`src/rtl/sprite_blitter.sv`:
```
// Sprite frame copier: walks a W x H source frame, applies colour-key and clipping,
// and issues one registered framebuffer write per visible pixel.
module sprite_blitter #(
   parameter int unsigned W      = 32,
   parameter int unsigned H      = 32,
   parameter int unsigned FB_W   = 160,
   parameter int unsigned FB_H   = 120,
   parameter logic [15:0] KEY    = 16'hF81F,
   parameter bit          KEY_EN = 1'b1
) (
   input  logic        clk_10,
   input  logic        rst,
   input  logic        start,
   input  logic [3:0]  frame_sel,
   input  logic [7:0]  dst_x,
   input  logic [7:0]  dst_y,
   output logic [3:0]  step,
   output logic [7:0]  ram_addr_x,
   output logic [7:0]  ram_addr_y,
   input  logic [15:0] ram_data,
   output logic        wr_en,
   output logic [7:0]  wr_x,
   output logic [7:0]  wr_y,
   output logic [15:0] wr_data,
   output logic        busy,
   output logic        done,
   output logic [16:0] wr_count
);

   localparam int unsigned AW = 8;
   localparam int unsigned DW = 9;
   localparam int unsigned CW = 17;

   typedef enum logic [1:0] {
      IDLE  = 2'd0,
      RUN   = 2'd1,
      FLUSH = 2'd2,
      DONE  = 2'd3
   } state_t;

   state_t         state;
   logic [AW-1:0]  org_x;
   logic [AW-1:0]  org_y;

   logic [DW-1:0]  dx_c;
   logic [DW-1:0]  dy_c;
   logic           keyed_c;
   logic           visible_c;
   logic           last_x_c;
   logic           last_y_c;

   // Destination of the pixel being read this cycle; 9 bits so an offset past 255 clips instead of wrapping.
   assign dx_c      = DW'(org_x) + DW'(ram_addr_x);
   assign dy_c      = DW'(org_y) + DW'(ram_addr_y);
   assign keyed_c   = KEY_EN && (ram_data == KEY);
   assign visible_c = !keyed_c && (dx_c < DW'(FB_W)) && (dy_c < DW'(FB_H));
   assign last_x_c  = (ram_addr_x == AW'(W - 1));
   assign last_y_c  = (ram_addr_y == AW'(H - 1));

   // The read address registers double as the column/row scan counters.
   always_ff @(posedge clk_10) begin
      if (rst) begin
         state      <= IDLE;
         step       <= '0;
         org_x      <= '0;
         org_y      <= '0;
         ram_addr_x <= '0;
         ram_addr_y <= '0;
         wr_en      <= 1'b0;
         wr_x       <= '0;
         wr_y       <= '0;
         wr_data    <= '0;
         wr_count   <= '0;
         busy       <= 1'b0;
         done       <= 1'b0;
      end else begin
         wr_en <= 1'b0;
         done  <= 1'b0;
         case (state)
            IDLE: begin
               if (start) begin
                  step       <= frame_sel;
                  org_x      <= dst_x;
                  org_y      <= dst_y;
                  ram_addr_x <= '0;
                  ram_addr_y <= '0;
                  wr_count   <= '0;
                  busy       <= 1'b1;
                  state      <= RUN;
               end
            end
            RUN: begin
               wr_en   <= visible_c;
               wr_x    <= dx_c[AW-1:0];
               wr_y    <= dy_c[AW-1:0];
               wr_data <= ram_data;
               if (visible_c) begin
                  wr_count <= wr_count + CW'(1);
               end
               if (last_x_c) begin
                  if (last_y_c) begin
                     state <= FLUSH;
                  end else begin
                     ram_addr_x <= '0;
                     ram_addr_y <= ram_addr_y + AW'(1);
                  end
               end else begin
                  ram_addr_x <= ram_addr_x + AW'(1);
               end
            end
            FLUSH: begin
               busy  <= 1'b0;
               done  <= 1'b1;
               state <= DONE;
            end
            DONE: begin
               state <= IDLE;
            end
            default: begin
               state <= IDLE;
            end
         endcase
      end
   end

endmodule

```
`config.mk`:
```
export PLATFORM = sky130hd
export DESIGN_NAME = sprite_blitter
export DESIGN_NICKNAME = d
export VERILOG_FILES = /design/src/rtl/sprite_blitter.sv
export SDC_FILE = /design/constraint.sdc
export NUM_CORES = 1
export LEC_CHECK = 0
export CAP_MARGIN = 20
export CORE_UTILIZATION = 54
export CTS_BUF_LIST = sky130_fd_sc_hd__clkbuf_4 sky130_fd_sc_hd__clkbuf_8 sky130_fd_sc_hd__clkbuf_16
export CTS_CLUSTER_DIAMETER = 80
export DETAILED_ROUTE_END_ITERATION = 12
export HOLD_SLACK_MARGIN = 0.12
export MAX_ROUTING_LAYER = met4
export PLACE_DENSITY = 0.86
export SYNTH_ARGS = -nofsm -noshare
export SYNTH_HDL_FRONTEND = slang
export SYNTH_SLANG_ARGS = --single-unit
```
`constraint.sdc`:
```
create_clock -name clk_10 -period 4 [get_ports clk_10]
set_input_delay 0.6 -clock clk_10 [delete_from_list [all_inputs] [get_ports clk_10]]
set_output_delay 0.6 -clock clk_10 [all_outputs]
set_load 0.05 [all_outputs]
```
==> results.yml <==
layout:
  final_cells: 751
  final_util_pct: 72.5
  antennaDiodeCount: 0
  fin_area_sq_um: 5960
  area_growth_pct: 30.2
  drive_above_1_share_pct: 6.04
  layout.nets: 704
  multi_input_area_sq_um: 2620
  final.fill_count: 610
  seq_area_sq_um: 1800
yosys:
  syn_inst: 539
  yosys-top-cells-area: "dfxtp_1 (39%), nand2_1 (6.3%), ha_1 (6.0%), nor2_1 (5.6%), mux2i_1 (5.5%)"
  synth_area_per_cell_sq_um: 8.49
  synth_flop_cell: "dfxtp_1"
  synth.distinct_cells: 69
  synth.most_common_cell: "dfxtp_1"
  ys_seq_elements: 90
  ys_seq_area_share_pct: 39.4
  ys.warnings.count: 0
  synth_common_cells: "dfxtp_1 (90), nand2_1 (77), nor2_1 (68)"
  netlist_area_sq_um: 4580
  synth-edff-count: 0
  synth.top_cell.area_share_pct: 39.4
  synth_area_leader_cell: "dfxtp_1"
  synth.net_count: 602
  async_flop_share_pct: 0
clock_tree:
  clock-root-buffer: "clkbuf_8"
  ctsResizeCount: 0
  clock_latency_ns: 0.35
  cts_tree: "done"
  htreeDepth: 3
  path_clk_slew_ns: 0.09
  ctsHoldBuffers: 0
  postCtsSetupBuffers: 0
  clockBufferDepth: 2
  cts_made_buffers: 9
  cts.sinks: 90
global_route:
  grt_pass1_vias: 4048
  grt.overflow.total: 0
  antenna_found_initial: 0
  grt_pass1_wl_mm: 18.7
  grt_max_degree: 66
  grt_usage_pct: 27.5
setup_path:
  path_class: "reg -> reg"
  required_ns: 4.23
  crit_arrival_ns: 3.38
  cp_max_fo: 11
  cp-start-kind: "register"
  endpoint_kind: "register"
floorplanning:
  coreArea_sq_um: 8220
  initial_core_util_pct: 55.7
  dieArea_sq_um: 8850
  ioPinCount: 111
  die_h_um: 94.1
  die_w_um: 94.1
  row_count: 33
power:
  p_leak_uw: 0.00223
  vdd_drop_max_mv: 0.420
  powerDensity_nw_per_um2: 544
place:
  placedInstanceArea_sq_um: 5750
  numPortBuffers: 110
  routabilityCongestion: 0.857
  dp.cells: 735
  hpwl_mm: 8.39
timing:
  min_period_ns: 3.15
  skew_ns: 0.00670
  whs_ns: 0.466
  maxSlewHeadroom_pct: 41.4
  worstMarginPinSlew_ns: 0.878
  period_share_pct: 78.9
  hold_violations: 0
  fin_setup_tns_ns: 0
  setup_violations: 0
  rsz0062_at_grt: "false"
  slew_viol_final: 0
  max_freq_mhz: 317
route:
  vias: 4349
  first_pass_iters: 7
  drc: 0
  drtIter0Drc: 235
  routed_wl_mm: 11.7
  routed_via_density: 5.79
  drt.antenna.violating_nets: 0
  wire_per_inst_um: 15.6
status:
  status: "finished clean"
run:
  drv_cap: 0
worst_hold_path:
  hp-class: "reg -> reg"
final timing paths:
check        slack (ns)     startpoint      endpoint  cells after the start
max                0.85  ram_addr_x[2]  wr_count[10]                      8
min                0.47        step[0]       step[0]                      2
max reg2reg        0.85  ram_addr_x[2]  wr_count[10]                      8
min reg2reg        0.47        step[0]       step[0]                      2
metal layers:
metal	GRT usage (%)	routed length, um	share of wire [%]	vias to the layer above
li1	-	-	-	2122
met1	33.5	4990	43	2040
met2	44.8	5730	49	158
met3	5.50	718	6.1	29
met4	10.8	271	2.3	0
met5	-	0	0	-
placed cells by master, fill, tap and decap left out, types with 14 or more instances in the layout:
master	n
clkdlybuf4s50_1	109
nand3_1	18
a21oi_1	38
nor2_1	68
inv_1	14
nand2_1	77
ha_1	21
mux2i_1	25
dfxtp_1	90
metrics by stage:
step / total power (uW) / setup WS [ns]
finish: 3240 / 0.845
global route: 3400 / 0.636
CTS: 3240 / 0.929
detailed placement: 2590 / 0.778
global placement: 2540 / 0.840
floorplan: 2140 / 1.09
worst max-delay path, cell delays in order (launching register included):
cell	delay [ns]
dfxtp_1	0.50
ha_1	0.33
and3_4	0.21
a2111oi_4	0.49
a21oi_2	0.13
xnor2_2	0.28
o2111ai_1	0.48
o311ai_1	0.48
o31ai_1	0.13
area by class of cell:
| type | instances | area share (%) |
|---|---|---|
| Clock inverter | 5 | 1.03 |
| Timing Repair Buffer | 116 | 19.1 |
| Clock buffer | 11 | 2.54 |
| Inverter | 15 | 0.945 |
| Tap cell | 105 | 2.20 |
| Multi-Input combinational cell | 409 | 43.9 |
| Sequential cell | 90 | 30.2 |
where the power goes:
| group | switching [uW] | total (uW) | internal, uW |
|---|---|---|---|
| logic | 941 | 1440 | 499 |
| clock network | 334 | 660 | 327 |
| registers | 100 | 1140 | 1040 |
state kept, by name, indices dropped and copies added (netlist names), 2 cells and up:
signal      flops
wr_count       17
wr_data        16
org_x           8
org_y           8
ram_addr_x      8
ram_addr_y      8
wr_x            8
wr_y            8
step            4
state           2
logic make-up after synthesis:
family	Yosys count	share of synthesized area, %
adder cells (fa/ha/maj)	24	6.89
flip-flops	90	39.4
AO/OA/AOI/OAI	108	16.4
multiplexers	27	5.96
AND/OR/NAND/NOR	233	24.5
buffers and inverters	40	3.50
XOR/XNOR	17	3.42
No activity file was read; power rests on OpenSTA's default activity.
